===== src/rtl/i2c_slave_pkg.sv =====
// Shared types and constants for the I2C target front end.
package i2c_slave_pkg;

   localparam int unsigned BYTE_W = 8;
   localparam int unsigned CNT_W  = 4;
   localparam int unsigned ADDR_W = 7;

   localparam logic [ADDR_W-1:0] DEFAULT_ADDRESS = 7'h42;

   // sda_oe levels: pulling low is an ACK, releasing reads as NACK
   localparam logic OE_ACK  = 1'b1;
   localparam logic OE_NACK = 1'b0;
   localparam logic BUS_ACK = 1'b0;

   localparam logic [BYTE_W-1:0] IDLE_BYTE = 8'hFF;
   localparam logic [CNT_W-1:0]  LAST_BIT  = CNT_W'(7);
   localparam logic [CNT_W-1:0]  BYTE_DONE = CNT_W'(8);

   typedef enum logic [2:0] {
      ST_IDLE,
      ST_ADDR,
      ST_ADDR_ACK,
      ST_WR_BYTE,
      ST_WR_ACK,
      ST_RD_BYTE,
      ST_RD_ACK,
      ST_WAIT_STOP
   } state_t;

   function automatic logic [CNT_W-1:0] cnt_inc(input logic [CNT_W-1:0] c);
      return CNT_W'(c + CNT_W'(1));
   endfunction

endpackage


===== src/rtl/i2c_slave_sync_edge.sv =====
// Two-flop synchronizer for a pad input plus rise/fall detection on the synced value.
module i2c_slave_sync_edge #(
   parameter logic RST_VAL = 1'b1
) (
   input  logic clk,
   input  logic rst,
   input  logic raw_i,
   output logic sync_o,
   output logic rise_c,
   output logic fall_c
);

   logic meta_q;
   logic sync_q;
   logic prev_q;

   // Reset to the idle bus level so release from reset creates no edge
   always_ff @(posedge clk or posedge rst) begin
      if (rst) begin
         meta_q <= RST_VAL;
         sync_q <= RST_VAL;
         prev_q <= RST_VAL;
      end else begin
         meta_q <= raw_i;
         sync_q <= meta_q;
         prev_q <= sync_q;
      end
   end

   assign sync_o = sync_q;
   assign rise_c = sync_q & ~prev_q;
   assign fall_c = ~sync_q & prev_q;

endmodule


===== src/rtl/i2c_slave.sv =====
// Byte-level I2C target: START/STOP detect, address match, byte shift in/out and ACK drive.
module i2c_slave
   import i2c_slave_pkg::*;
#(
   parameter logic [ADDR_W-1:0] ADDRESS = DEFAULT_ADDRESS
) (
   input  logic              clk,
   input  logic              rst,
   input  logic              scl_in,
   input  logic              sda_in,
   output logic              sda_oe,
   output logic              i2c_write,
   output logic              i2c_read,
   output logic [BYTE_W-1:0] i2c_write_data,
   output logic              i2c_write_valid,
   input  logic              i2c_write_ready,
   input  logic [BYTE_W-1:0] i2c_read_data,
   input  logic              i2c_read_valid,
   output logic              i2c_read_ready
);

   logic scl_s, scl_rise_c, scl_fall_c;
   logic sda_s, sda_rise_c, sda_fall_c;
   logic start_c, stop_c;
   logic [BYTE_W-1:0] load_byte_c;

   state_t            state_q, state_d;
   logic [CNT_W-1:0]  cnt_q, cnt_d;
   logic [BYTE_W-1:0] shift_q, shift_d;
   logic [BYTE_W-1:0] wdata_q, wdata_d;
   logic              sda_oe_q, sda_oe_d;
   logic              wr_pulse_q, wr_pulse_d;
   logic              rd_pulse_q, rd_pulse_d;
   logic              wvalid_q, wvalid_d;
   logic              rready_q, rready_d;
   logic              rw_q, rw_d;
   logic              acc_q, acc_d;
   logic              ph_q, ph_d;

   i2c_slave_sync_edge u_scl_sync (
      .clk    (clk),
      .rst    (rst),
      .raw_i  (scl_in),
      .sync_o (scl_s),
      .rise_c (scl_rise_c),
      .fall_c (scl_fall_c)
   );

   i2c_slave_sync_edge u_sda_sync (
      .clk    (clk),
      .rst    (rst),
      .raw_i  (sda_in),
      .sync_o (sda_s),
      .rise_c (sda_rise_c),
      .fall_c (sda_fall_c)
   );

   assign start_c     = sda_fall_c & scl_s;
   assign stop_c      = sda_rise_c & scl_s;
   assign load_byte_c = i2c_read_valid ? i2c_read_data : IDLE_BYTE;

   always_ff @(posedge clk or posedge rst) begin
      if (rst) begin
         state_q    <= ST_IDLE;
         cnt_q      <= '0;
         shift_q    <= '0;
         wdata_q    <= '0;
         sda_oe_q   <= OE_NACK;
         wr_pulse_q <= 1'b0;
         rd_pulse_q <= 1'b0;
         wvalid_q   <= 1'b0;
         rready_q   <= 1'b0;
         rw_q       <= 1'b0;
         acc_q      <= 1'b0;
         ph_q       <= 1'b0;
      end else begin
         state_q    <= state_d;
         cnt_q      <= cnt_d;
         shift_q    <= shift_d;
         wdata_q    <= wdata_d;
         sda_oe_q   <= sda_oe_d;
         wr_pulse_q <= wr_pulse_d;
         rd_pulse_q <= rd_pulse_d;
         wvalid_q   <= wvalid_d;
         rready_q   <= rready_d;
         rw_q       <= rw_d;
         acc_q      <= acc_d;
         ph_q       <= ph_d;
      end
   end

   // ph_q marks the second half of an ACK slot (ACK driven / master ACK seen)
   always_comb begin
      state_d    = state_q;
      cnt_d      = cnt_q;
      shift_d    = shift_q;
      wdata_d    = wdata_q;
      sda_oe_d   = sda_oe_q;
      wr_pulse_d = 1'b0;
      rd_pulse_d = 1'b0;
      wvalid_d   = wvalid_q;
      rready_d   = 1'b0;
      rw_d       = rw_q;
      acc_d      = acc_q;
      ph_d       = ph_q;

      if (wvalid_q && i2c_write_ready) begin
         wvalid_d = 1'b0;
         acc_d    = 1'b1;
      end

      if (start_c) begin
         state_d  = ST_ADDR;
         cnt_d    = '0;
         shift_d  = '0;
         sda_oe_d = OE_NACK;
         wvalid_d = 1'b0;
         acc_d    = 1'b0;
         ph_d     = 1'b0;
      end else if (stop_c) begin
         state_d  = ST_IDLE;
         cnt_d    = '0;
         sda_oe_d = OE_NACK;
         wvalid_d = 1'b0;
         acc_d    = 1'b0;
         ph_d     = 1'b0;
      end else begin
         unique case (state_q)
            ST_ADDR: begin
               if (scl_rise_c) begin
                  shift_d = {shift_q[BYTE_W-2:0], sda_s};
                  cnt_d   = cnt_inc(cnt_q);
                  if (cnt_q == LAST_BIT) begin
                     cnt_d = '0;
                     ph_d  = 1'b0;
                     if (shift_q[ADDR_W-1:0] == ADDRESS) begin
                        rw_d       = sda_s;
                        wr_pulse_d = ~sda_s;
                        rd_pulse_d = sda_s;
                        state_d    = ST_ADDR_ACK;
                     end else begin
                        state_d = ST_WAIT_STOP;
                     end
                  end
               end
            end

            ST_ADDR_ACK: begin
               if (scl_fall_c) begin
                  if (!ph_q) begin
                     sda_oe_d = OE_ACK;
                     ph_d     = 1'b1;
                  end else begin
                     ph_d  = 1'b0;
                     cnt_d = '0;
                     if (rw_q) begin
                        shift_d  = load_byte_c;
                        rready_d = i2c_read_valid;
                        sda_oe_d = ~load_byte_c[BYTE_W-1];
                        state_d  = ST_RD_BYTE;
                     end else begin
                        sda_oe_d = OE_NACK;
                        state_d  = ST_WR_BYTE;
                     end
                  end
               end
            end

            ST_WR_BYTE: begin
               if (scl_rise_c) begin
                  shift_d = {shift_q[BYTE_W-2:0], sda_s};
                  cnt_d   = cnt_inc(cnt_q);
                  if (cnt_q == LAST_BIT) begin
                     cnt_d    = '0;
                     wdata_d  = {shift_q[BYTE_W-2:0], sda_s};
                     wvalid_d = 1'b1;
                     acc_d    = 1'b0;
                     ph_d     = 1'b0;
                     state_d  = ST_WR_ACK;
                  end
               end
            end

            // An unaccepted byte is dropped and NACKed; the rest of the transfer is ignored
            ST_WR_ACK: begin
               if (scl_fall_c) begin
                  if (!ph_q) begin
                     if (acc_q || (wvalid_q && i2c_write_ready)) begin
                        sda_oe_d = OE_ACK;
                        ph_d     = 1'b1;
                     end else begin
                        wvalid_d = 1'b0;
                        sda_oe_d = OE_NACK;
                        state_d  = ST_WAIT_STOP;
                     end
                  end else begin
                     sda_oe_d = OE_NACK;
                     ph_d     = 1'b0;
                     cnt_d    = '0;
                     state_d  = ST_WR_BYTE;
                  end
               end
            end

            ST_RD_BYTE: begin
               if (scl_rise_c) begin
                  cnt_d = cnt_inc(cnt_q);
               end else if (scl_fall_c) begin
                  if (cnt_q == BYTE_DONE) begin
                     sda_oe_d = OE_NACK;
                     cnt_d    = '0;
                     ph_d     = 1'b0;
                     state_d  = ST_RD_ACK;
                  end else begin
                     shift_d  = {shift_q[BYTE_W-2:0], 1'b0};
                     sda_oe_d = ~shift_q[BYTE_W-2];
                  end
               end
            end

            ST_RD_ACK: begin
               if (scl_rise_c && !ph_q) begin
                  if (sda_s == BUS_ACK) begin
                     ph_d = 1'b1;
                  end else begin
                     state_d = ST_WAIT_STOP;
                  end
               end else if (scl_fall_c && ph_q) begin
                  shift_d  = load_byte_c;
                  rready_d = i2c_read_valid;
                  sda_oe_d = ~load_byte_c[BYTE_W-1];
                  ph_d     = 1'b0;
                  cnt_d    = '0;
                  state_d  = ST_RD_BYTE;
               end
            end

            default: begin
               state_d = state_q;
            end
         endcase
      end
   end

   assign sda_oe          = sda_oe_q;
   assign i2c_write       = wr_pulse_q;
   assign i2c_read        = rd_pulse_q;
   assign i2c_write_data  = wdata_q;
   assign i2c_write_valid = wvalid_q;
   assign i2c_read_ready  = rready_q;

endmodule


===== config.mk =====
export PLATFORM = sky130hd
export DESIGN_NAME = i2c_slave
export DESIGN_NICKNAME = d
export VERILOG_FILES = /design/src/rtl/i2c_slave_pkg.sv /design/src/rtl/i2c_slave_sync_edge.sv /design/src/rtl/i2c_slave.sv
export SDC_FILE = /design/constraint.sdc
export NUM_CORES = 1
export LEC_CHECK = 0
export ABC_AREA = 1
export CORE_MARGIN = 5
export CORE_UTILIZATION = 50
export DETAILED_ROUTE_END_ITERATION = 16
export GPL_TIMING_DRIVEN = 0
export PLACE_DENSITY = 0.73
export SYNTH_ARGS = -nofsm -noshare
export SYNTH_HDL_FRONTEND = slang
export SYNTH_HIERARCHICAL = 1
export SYNTH_SLANG_ARGS = --single-unit

===== constraint.sdc =====
create_clock -name clk -period 5.4 [get_ports clk]
set_input_delay 0.81 -clock clk [delete_from_list [all_inputs] [get_ports clk]]
set_output_delay 0.81 -clock clk [all_outputs]
set_load 0.01 [all_outputs]

After elaboration in Yosys (flattened, before gate mapping):

Index checks and enable logic that the tools add are counted.

* output and inout bits: 13
* logic and storage cells: 200
* memories: 0
* bits in writable memories: 0
* input bits: 14
* ROM bits: 0
* bits in latches: 0
* register bits: 36

* $mul: 0
* equality and inequality tests: 41
* bitwise logic cells: 14
* add/subtract/negate cells: 1
* $lt $le $gt $ge: 0
* reductions and logical operators: 19
* shifts and indexed selects: 0
* div/mod/pow operators: 0
* muxes and demuxes: 107

Operators with widths (number)
* $mux W7: 11
* $mux W1: 58
* $mux W3: 19
* $ne A4 B4 Y1 const B: 12
* $mux W4: 11
* $pmux W7 S4: 1
* $ne A5 B5 Y1 const B: 5
* $ne A3 B3 Y1 const B: 8
* $pmux W3 S6: 1
* $ne A4 B1 Y1 const B: 4
* $pmux W4 S4: 1
* $reduce_and A14 Y1: 1
* $reduce_bool A6 Y1: 2
* $reduce_and A11 Y1: 1
* $reduce_and A10 Y1: 1
* $eq A3 B3 Y1 const B: 3
* $mux W8: 1
* $not A1 Y1: 8
* $reduce_and A8 Y1: 1
* $reduce_bool A8 Y1: 1
* $eq A7 B7 Y1 const B: 1
* $reduce_and A7 Y1: 1
* $reduce_bool A7 Y1: 1
* $and A1 B1 Y1: 6
* other kinds (18): 23

Logic depth before layout (Yosys ltp):

Gate-level depths: netlist of run 1.

* depth after elaboration: 8
* gate-level depth with buffers: 12
* gate-level depth less buffers: 11

Modules after synthesis:

Netlist of run 1, hierarchy kept.

By module, submodules not included
* i2c_slave: times used 1, seq. area each 750.7 µm², cells an instance 302, area an instance 2085.8 µm²
* i2c_slave_sync_edge: times used 2, seq. area each 78.8 µm², cells an instance 8, area an instance 97.6 µm²

Worst setup path after synthesis of run 1:

Ideal clock, no wire load.

* path kind: reg-to-reg
* from: reg u_scl_sync.sync_q, in the netlist u_scl_sync/sync_o
* to: reg state_q[2]
* cell stages (with the launch flop): 12
* path buffers: 0
* period minus slack after synthesis: 1735 ps
* required time: 5282 ps
* data arrival time: 1617 ps
* path slack: 3665 ps
* library setup time: 118 ps
* cells stage by stage: dfstp_2 > inv_1 > nor2_1 > inv_1 > nor2_1 > nor2_1 > nand3_1 > nand2_1 > nor2_4 > nand3_2 > nand2_1 > nand2_1

* longest elaborated chain between the ends: 6
* elaborated cells on any way between the ends: 26
* classes of those cells: eq/ne: 13; mux: 4; bitwise: 5; reduce/logical: 4

RTL lines
* start, declared: line i2c_slave_sync_edge.sv:14 `logic sync_q;`
* start signal, assigned: line i2c_slave_sync_edge.sv:25 `sync_q <= meta_q;`
* $and A1 B1 Y1 *: line i2c_slave_sync_edge.sv:31 `assign rise_c = sync_q & ~prev_q;`
* named net scl_rise_c: line i2c_slave.sv:22 `logic scl_s, scl_rise_c, scl_fall_c;`
* $logic_and A1 B1 Y1: line i2c_slave.sv:222 `if (scl_rise_c && !ph_q) begin`
* $mux W3: line i2c_slave.sv:222
* $pmux W3 S6: line i2c_slave.sv:128 `unique case (state_q)`
* $mux W3: line i2c_slave.sv:120 `end else if (stop_c) begin`
* $mux W3: line i2c_slave.sv:112 `if (start_c) begin`
* end signal, assigned: line i2c_slave.sv:77 `state_q <= state_d;`
* end, declared: line i2c_slave.sv:27 `state_t state_q, state_d;`

Mark *: on every way through the listed nets, which the timed path passes. The rest lies on a longest branch.
A chain may end at the register's enable or synchronous reset.

Final worst setup path of run 1:

Same ends and word-level chain as after synthesis.

==> results of run 1 <==
stage by stage:
stage | worst slack [ns] | utilization [%]
after floorplan | 3.66 | -
after global placement | 3.12 | 59.2
after detailed placement | 3.10 | 59.2
after CTS | 3.39 | 61.8
after global routing | 3.10 | 61.8
final | 3.38 | 61.8
report_power, final:
part,internal [mW],switching (mW)
registers,0.336,0.0637
logic,0.254,0.500
clock network,0.137,0.101
worst register-to-register path, stage by stage, from the launching register on:
cell and delay, ns:
dfstp_2 0.57, inv_1 0.05, nor2_1 0.30, inv_1 0.19, nor2_1 0.21, nor2_1 0.06, nand3_1 0.06, nand2_1 0.08
nor2_4 0.17, nand3_2 0.10, nand2_1 0.07, nand2_1 0.05
logic make-up after synthesis:
logic type	share of synthesized area (%)
AOI/OAI and AO/OA	7.51
xor gates and xnor gates	0.768
adders and majority gates	1.10
buffers and inverters	7.51
DFF	39.8
muxes	0.658
and+or+nand+nor	42.6
flip-flops by register name (all words and copies together) (netlist names), 3 cells and up:
| name | count |
|---|---|
| cnt_q | 4 |
| i2c_write_data | 8 |
| shift_q | 7 |
| state_q | 3 |
layer usage:
layer  vias up  GRT usage [%]
li1       1087              -
met1       999           26.7
met2        92           28.7
met3        12           3.82
met4         0           7.04
met5         -              0
path summary, 6_finish.rpt:
check / from / end / slack, ns / cells after the start
min in group asynchronous: rst / u_scl_sync/prev_q / 0.92 / 2
worst min register to register: u_sda_sync/meta_q / u_sda_sync/sync_o / 0.36 / 0
worst max register to register: u_scl_sync/sync_o / state_q[2] / 3.38 / 11
max in group asynchronous: rst / shift_q[6] / 3.54 / 2
worst max-delay path: u_scl_sync/sync_o / state_q[2] / 3.38 / 11
worst min-delay path: u_sda_sync/meta_q / u_sda_sync/sync_o / 0.36 / 0
synth_stat cells (all sizes together):
cell,number,area (um2)
a211oi,1,7.51
a21oi,5,25.0
a31oi,2,12.5
buf,4,22.5
clkbuf,1,3.75
clkinv,1,3.75
dfrtp,30,751
dfstp,6,158
ha,2,25.0
inv,37,141
mux2,1,15.0
nand2,101,409
nand3,44,230
nand3b,3,22.5
nand4,5,31.3
nor2,45,228
nor3,8,51.3
o21ai,20,126
xnor2,1,8.76
xor2,1,8.76
final cells by class:
type | instances | area, um2
Buffer | 5 | 26.3
Tap cell | 52 | 65.1
Sequential cell | 36 | 908
Timing Repair Buffer | 25 | 250
Clock inverter | 3 | 42.5
Fill cell | 407 | 1680
Clock buffer | 5 | 68.8
Multi-Input combinational cell | 239 | 1200
Inverter | 38 | 145
==> impl_results.md, run 1 <==
- Number of global-route vias before repair: 2,013
- Num Clock Sinks: 36
- Crit path max-delay family: simple AND/OR/NAND/NOR gates
- Tmin final: 2.02 ns
- Mapped Avg Cell Area: 7.17 um2
- CP Data Arrival Time: 2.20 ns
- Startpoint Class: register
- Worst VDD drop: 0.266 mV
- Synth unique cells: 32
- TritonCTS buffer count: 5
- CP max stage cell: dfstp_2
- Least-Margin Pin Slew: 1.15 ns
- Most frequent cells in the layout: nand2_1, nand3_1, nor2_1
- Syn nets: 334
- Latest clock arrival within the worst-skew pair: 0.29 ns
- Area Overhead vs Synth: 18.7%
- Post-DR wirelength/cell: 13.3 um
- Final hold vios: 0
- Vias per inst: 5.43
- Max-Cap Viols: 0
- DR DRC count: 0
- Post-Route M1 WL: 2.41 mm
- Ys Warns: 6
- Power Density: 514 nW/um2
- Hold Slack: 0.363 ns
- Non-filler cells, final: 403
- Clk_skew: 0.00517 ns
- Crit end category: register
- CP peak stage delay: 0.57 ns
- Relative slew slack: 23.1%
- RSZ-0062 raised after global routing: no
- Met3 routed WL: 455 um
- Area of the core: 4380 um2
- Antenna fix cells: 0
- Static Leak: 1.38 nW
- FP Rows: 24
- Peak Freq: 495 MHz
- Crit Path Max Fanout: 6
- Largest net degree at the start of global routing: 31
- Count of pins over their slew limit: 0
- Hold buffers post-CTS: 0
- Initial Util: 52.0%
- Max layer used: met4
- Met2 WL: 2.38 mm
- Port bufs: 25
- Placed Instances: 395
- Post-Synthesis Cells: 318
- Top Ports: 27
- Antenna-violating nets left: 0
- Die height: 77.5 um
- CTS Buffer Depth: 2
- WS Path Type: reg2reg
- H-tree depth: 2
- Post-route cell area: 2710 um2
- Initial DRC Count: 221
- Setup violations, final: 0
- Postcts setup bufs: 0
- Root Buffer: clkbuf_8
- Die Area: 6010 um2
- Gr ovfl total: 0
- DP Area: 2600 um2
- Vias: 2,190
- Final period util: 37.4%
- CTS resizes: 0
- Hpwl dp: 4.04 mm
- Commonest non-fill, non-tap cell in the layout: nand2_1
- Initial antenna violation count: 0
- First-pass GRT wire length: 9.43 mm
- Seq cells post-synth: 36
- GRT Resource Usage Total: 18.9%
- Die Span X: 77.5 um
- Routed Wire Length: 5.37 mm
- Drt pass-1 iters: 7
- Worst EP required: 5.58 ns
- Final net count: 366
- Worst path bufs/invs: 2
- Total power: 1.39 mW
- Critical-path cell list: inv_1, nor2_1, inv_1, nor2_1, nor2_1, nand3_1, nand2_1, nor2_4, nand3_2, nand2_1, nand2_1
- Register area share after synthesis: 39.8%
- Final GP Congestion: 0.917
- Fin Setup TNS: 0 ns
- Share of cells above drive strength 1: 14.2%
- CTS tree: built
- Status: finished clean
- Clock-pin slew on the worst setup and hold paths: 0.07 ns
- Mapped Area: 2280 um2
- Hold WC Path Type: reg2reg
Power figures use the tool's default switching activity.
==> inputs of run 2 (changes only) <==
--- a/config.mk
+++ b/config.mk
@@ -10,7 +10,7 @@
 export CORE_UTILIZATION = 50
 export DETAILED_ROUTE_END_ITERATION = 16
 export GPL_TIMING_DRIVEN = 0
-export PLACE_DENSITY = 0.73
+export PLACE_DENSITY = 0.75
 export SYNTH_ARGS = -nofsm -noshare
 export SYNTH_HDL_FRONTEND = slang
 export SYNTH_HIERARCHICAL = 1
==> constraint.sdc (replaced) <==
create_clock -name clk -period 1.85 [get_ports clk]
set_input_delay 0.2775 -clock clk [delete_from_list [all_inputs] [get_ports clk]]
set_output_delay 0.2775 -clock clk [all_outputs]
set_load 0.01 [all_outputs]
==> run 2 against run 1 <==
Critical path depth decreased by 1. Clock skew up 0.0043 ns. Critical path type unchanged. Die area did not move. Fmax increased by 12%. Register-to-register slack got worse by 3.3 ns. Non-clock buffer count increased by 10. Design area is 6.5% higher. Largest power group unchanged.
==> impl_results.md, run 2 (synthesized netlist as in run 1, its figures left out) <==
- Status: finished clean
- CTS Buffer Depth: 2
- TritonCTS buffer count: 5
- Post-Route M1 WL: 2.73 mm
- Final hold vios: 0
- Num Clock Sinks: 36
- First-pass GRT wire length: 9.69 mm
- Final net count: 376
- FP Rows: 24
- Tmin final: 1.80 ns
- Initial Util: 52.0%
- Number of global-route vias before repair: 2,082
- Max layer used: met4
- Worst r2r dst: shift_q[4]
- Die Span X: 77.5 um
- Antenna fix cells: 0
- Root Buffer: clkbuf_8
- Commonest non-fill, non-tap cell in the layout: nand2_1
- CP Data Arrival Time: 1.99 ns
- DP Area: 2600 um2
- Drt pass-1 iters: 5
- Die height: 77.5 um
- Post-DR wirelength/cell: 13.9 um
- Gr ovfl total: 0
- Latest clock arrival within the worst-skew pair: 0.30 ns
- Area of the core: 4380 um2
- Crit end category: register
- Worst VDD drop: 0.963 mV
- Port bufs: 25
- GRT Resource Usage Total: 20.0%
- CTS tree: built
- Relative slew slack: 66.3%
- Hold Path End: i2c_read_ready
- Max reg flops: 8
- Most frequent cells in the layout: nand2_1, nand3_1, nor2_1
- Vias per inst: 5.29
- Vias: 2,183
- Worst EP required: 2.04 ns
- DR DRC count: 0
- Post-route cell area: 2880 um2
- Antenna-violating nets left: 0
- Least-Margin Pin Slew: 0.505 ns
- Share of cells above drive strength 1: 20.2%
- Die Area: 6010 um2
- Setup violations, final: 0
- Power Density: 1490 nW/um2
- Initial antenna violation count: 0
- Max-Cap Viols: 0
- Clk_skew: 0.00944 ns
- Hold path depth: 3
- Crit Path Max Fanout: 10
- Fin Setup TNS: 0 ns
- Final GP Congestion: 0.935
- Area Overhead vs Synth: 26.4%
- Hold WC Path Type: in2reg
- Peak Freq: 556 MHz
- H-tree depth: 2
- Met2 WL: 2.53 mm
- Clock-pin slew on the worst setup and hold paths: 0.08 ns
- Largest net degree at the start of global routing: 31
- Routed Wire Length: 5.75 mm
- FF-to-FF setup slack: 0.05 ns
- CP Launch Point: u_sda_sync/prev_q
- Hpwl dp: 4.09 mm
- Final period util: 97.2%
- Startpoint Class: register
- Count of pins over their slew limit: 0
- R2R Path Start: u_sda_sync/prev_q
- HP Start: i2c_read_valid
- Top Ports: 27
- Static Leak: 1.45 nW
- Initial DRC Count: 179
- WS Path Type: reg2reg
- Met3 routed WL: 363 um
- Worst-case reg-to-reg path depth: 10
## run 2: cell count changes in the layout (fill, tap and decap cells not counted), sizes merged
cell,change
buf,+11
clkinv,-1
clkinvlp,+1
clkbuf,-1
## run 2: cell type report
class	instances	area, um2
plain buffers	5	36.3
fillers	379	1500
clock buffers	5	68.8
repair buffers	35	358
clock inverters	3	42.5
flip-flops and latches	36	908
well taps	52	65.1
multi-input cells	239	1250
inverters	38	151
## run 2: metal layers
metal	vias up	track usage (%)
met1	972	27.7
met3	15	4.17
met4	0	8.08
met2	84	30.5
met5	-	0
li1	1112	-
## run 2: how the worst max path moves through the flow
stage	slack [ns]	cells after the start	to
floorplan	0.11	11	state_q[2]
global placement	-0.16	11	state_q[0]
detailed placement	-0.15	11	state_q[2]
CTS	0.007	10	shift_q[4]
global route	-0.009	10	shift_q[4]
finish	0.05	10	shift_q[4]
## run 2: what timing repair did
action | CTS | global route
buffers inserted | 2 | 7
pin swaps | 1 | 6
gates resized for setup | 7 | 17
setup endpoints to repair | 16 | 16
hold buffers | 0 | 0
## run 2: power by group
| part | switching [mW] | total, mW | leakage, nW | internal (mW) |
|---|---|---|---|---|
| clock network | 0.304 | 0.703 | 0.0541 | 0.399 |
| registers | 0.191 | 1.17 | 0.458 | 0.981 |
| logic | 1.55 | 2.42 | 0.940 | 0.872 |
| total | 2.04 | 4.29 | 1.45 | 2.25 |
## run 2: worst max-delay path, stage by stage (launching register included)
cell and delay (ns):
dfstp_2 0.54, inv_1 0.04, nor2_1 0.11, nand2_2 0.12, buf_6 0.17, nand3_1 0.10
nand3_2 0.10, nor2_4 0.25, nand2_4 0.12, nand2_1 0.09, nand2_1 0.06
## run 2: stage by stage
step	hold slack (ns)	cells	total power [mW]	setup WS, ns	util (%)
4_1_cts	0.323	405	4.10	0.00720	62.6
5_1_grt	0.314	413	4.67	-0.00942	65.8
6_report	0.327	413	4.29	0.0527	65.8
3_3_place_gp	0.346	395	3.34	-0.157	59.2
2_1_floorplan	0.211	318	2.88	0.115	-
3_5_place_dp	0.352	395	3.37	-0.152	59.2
==> inputs of run 3 (changes only) <==
--- a/config.mk
+++ b/config.mk
@@ -6,6 +6,7 @@
 export NUM_CORES = 1
 export LEC_CHECK = 0
 export ABC_AREA = 1
+export CAP_MARGIN = 25
 export CORE_MARGIN = 5
 export CORE_UTILIZATION = 50
 export DETAILED_ROUTE_END_ITERATION = 16
==> run 3 against run 2 <==
Wire length increased by 1.9%. Critical path type unchanged. Worst hold slack lost 0.0014 ns. Total power increased by 0.21%. Clock power shrank 2%.
==> impl_results.md, run 3 (synthesized netlist as in run 1, its figures left out) <==
- Setup violations, final: 0
- Area of the core: 4380 um2
- Clock power frac: 16.0%
- Status: finished clean
- Antenna-violating nets left: 0
- Area Overhead vs Synth: 28.5%
- FP Rows: 24
- Max reg flops: 8
- Crit end category: register
- Fin Setup TNS: 0 ns
- Clk_skew: 0.00706 ns
- Crit Path Max Fanout: 8
- CTS Buffer Depth: 2
- Commonest non-fill, non-tap cell in the layout: nand2_1
- Power Density: 1470 nW/um2
- Gr ovfl total: 0
- Startpoint Class: register
- DR DRC count: 0
- GRT Resource Usage Total: 19.9%
- WS Path Type: reg2reg
- Peak Freq: 553 MHz
- Count of pins over their slew limit: 0
- Number of global-route vias before repair: 2,035
- TritonCTS buffer count: 5
- Max-Cap Viols: 0
- Routed Wire Length: 5.86 mm
- Root Buffer: clkbuf_8
- Largest net degree at the start of global routing: 22
- Initial Util: 52.0%
- Die Span X: 77.5 um
- Switch share: 47.2%
- Num Clock Sinks: 36
- Tmin final: 1.81 ns
- Hold buffers post-CTS: 0
- DP Area: 2620 um2
- Most frequent cells in the layout: nand2_1, nand3_1, nor2_1
- H-tree depth: 2
- Vias per inst: 5.27
- Die Area: 6010 um2
- Final GP Congestion: 0.935
- Worst EP required: 2.04 ns
- Final hold vios: 0
- Top Ports: 27
- Relative slew slack: 67.0%
- CP Data Arrival Time: 2.00 ns
- Static Leak: 1.48 nW
- Placed Instances: 396
- RSZ-0062 raised after global routing: yes
- CTS tree: built
- Hold Slack: 0.325 ns
- Sequential Power Share: 27.5%
- Non-filler cells, final: 420
- Final period util: 97.8%
- Latest clock arrival within the worst-skew pair: 0.29 ns
- Initial antenna violation count: 0
- Hold WC Path Type: in2reg
- Switching Power: 2.03 mW
- Share of cells above drive strength 1: 22.8%
- Port bufs: 25
- Post-route cell area: 2930 um2
- Hpwl dp: 4.18 mm
- Clock-pin slew on the worst setup and hold paths: 0.07 ns
- Drt pass-1 iters: 5
- Final net count: 383
- Least-Margin Pin Slew: 0.495 ns
- Antenna fix cells: 0
- Combinational fraction of design power: 56.5%
- Internal cell power: 2.27 mW
- Post-DR wirelength/cell: 14.0 um
- Initial DRC Count: 260
- FF-to-FF setup slack: 0.04 ns
- Final Util: 66.9%
- First-pass GRT wire length: 9.65 mm
- Die height: 77.5 um
- Worst VDD drop: 0.993 mV
- Vias: 2,215
==> run 3: critical path: stages, from the launching register on <==
cell and delay [ns]:
dfstp_2 0.53, inv_1 0.04, nor2_1 0.12, nand2_2 0.13, buf_6 0.16, nand3_2 0.08
nor2_4 0.04, nor3_4 0.32, nand2_4 0.14, nand2_1 0.09, nand2_1 0.05
==> run 3: repair_timing <==
item	in CTS	in global routing
pin swaps	1	8
resized for setup	5	24
setup buffers	1	15
setup endpoints to repair	16	15
==> run 3: cell type report <==
class | count | area, um2
Sequential cell | 36 | 908
Timing Repair Buffer | 42 | 398
Multi-Input combinational cell | 239 | 1260
Buffer | 5 | 36.3
Clock buffer | 5 | 68.8
Tap cell | 52 | 65.1
Clock inverter | 3 | 42.5
Inverter | 38 | 154
Fill cell | 365 | 1450
==> run 3: stage by stage <==
| stage | setup slack [ns] | total power, mW |
|---|---|---|
| finish | 0.0416 | 4.30 |
| global route | -0.0710 | 4.69 |
| CTS | 0.0195 | 4.08 |
| detailed placement | -0.155 | 3.37 |
| global placement | -0.157 | 3.34 |
| floorplan | 0.115 | 2.88 |
==> run 3: final timing paths <==
check	from	endpoint	cells after the start
min in group asynchronous	rst	i2c_write_valid	2
min reg2reg	u_scl_sync/meta_q	u_scl_sync/sync_o	0
min	i2c_read_valid	i2c_read_ready	3
max	u_sda_sync/prev_q	shift_q[6]	10
max reg2reg	u_sda_sync/prev_q	shift_q[6]	10
max in group asynchronous	rst	state_q[2]	3
==> run 3: power by group through the flow <==
stage	registers [mW]	clock network, mW	logic (mW)
floorplan	1.13	0	1.75
global placement	1.18	0	2.16
detailed placement	1.19	0	2.18
CTS	1.17	0.709	2.20
global route	1.21	0.751	2.73
finish	1.18	0.690	2.43
==> run 3: per-layer routing <==
metal | wire (um) | global-route usage, % | vias up
met5 | 0 | 0 | -
met4 | 87 | 6.70 | 0
met3 | 373 | 4.17 | 8
met2 | 2650 | 29.6 | 66
met1 | 2760 | 28.7 | 1020
li1 | - | - | 1121
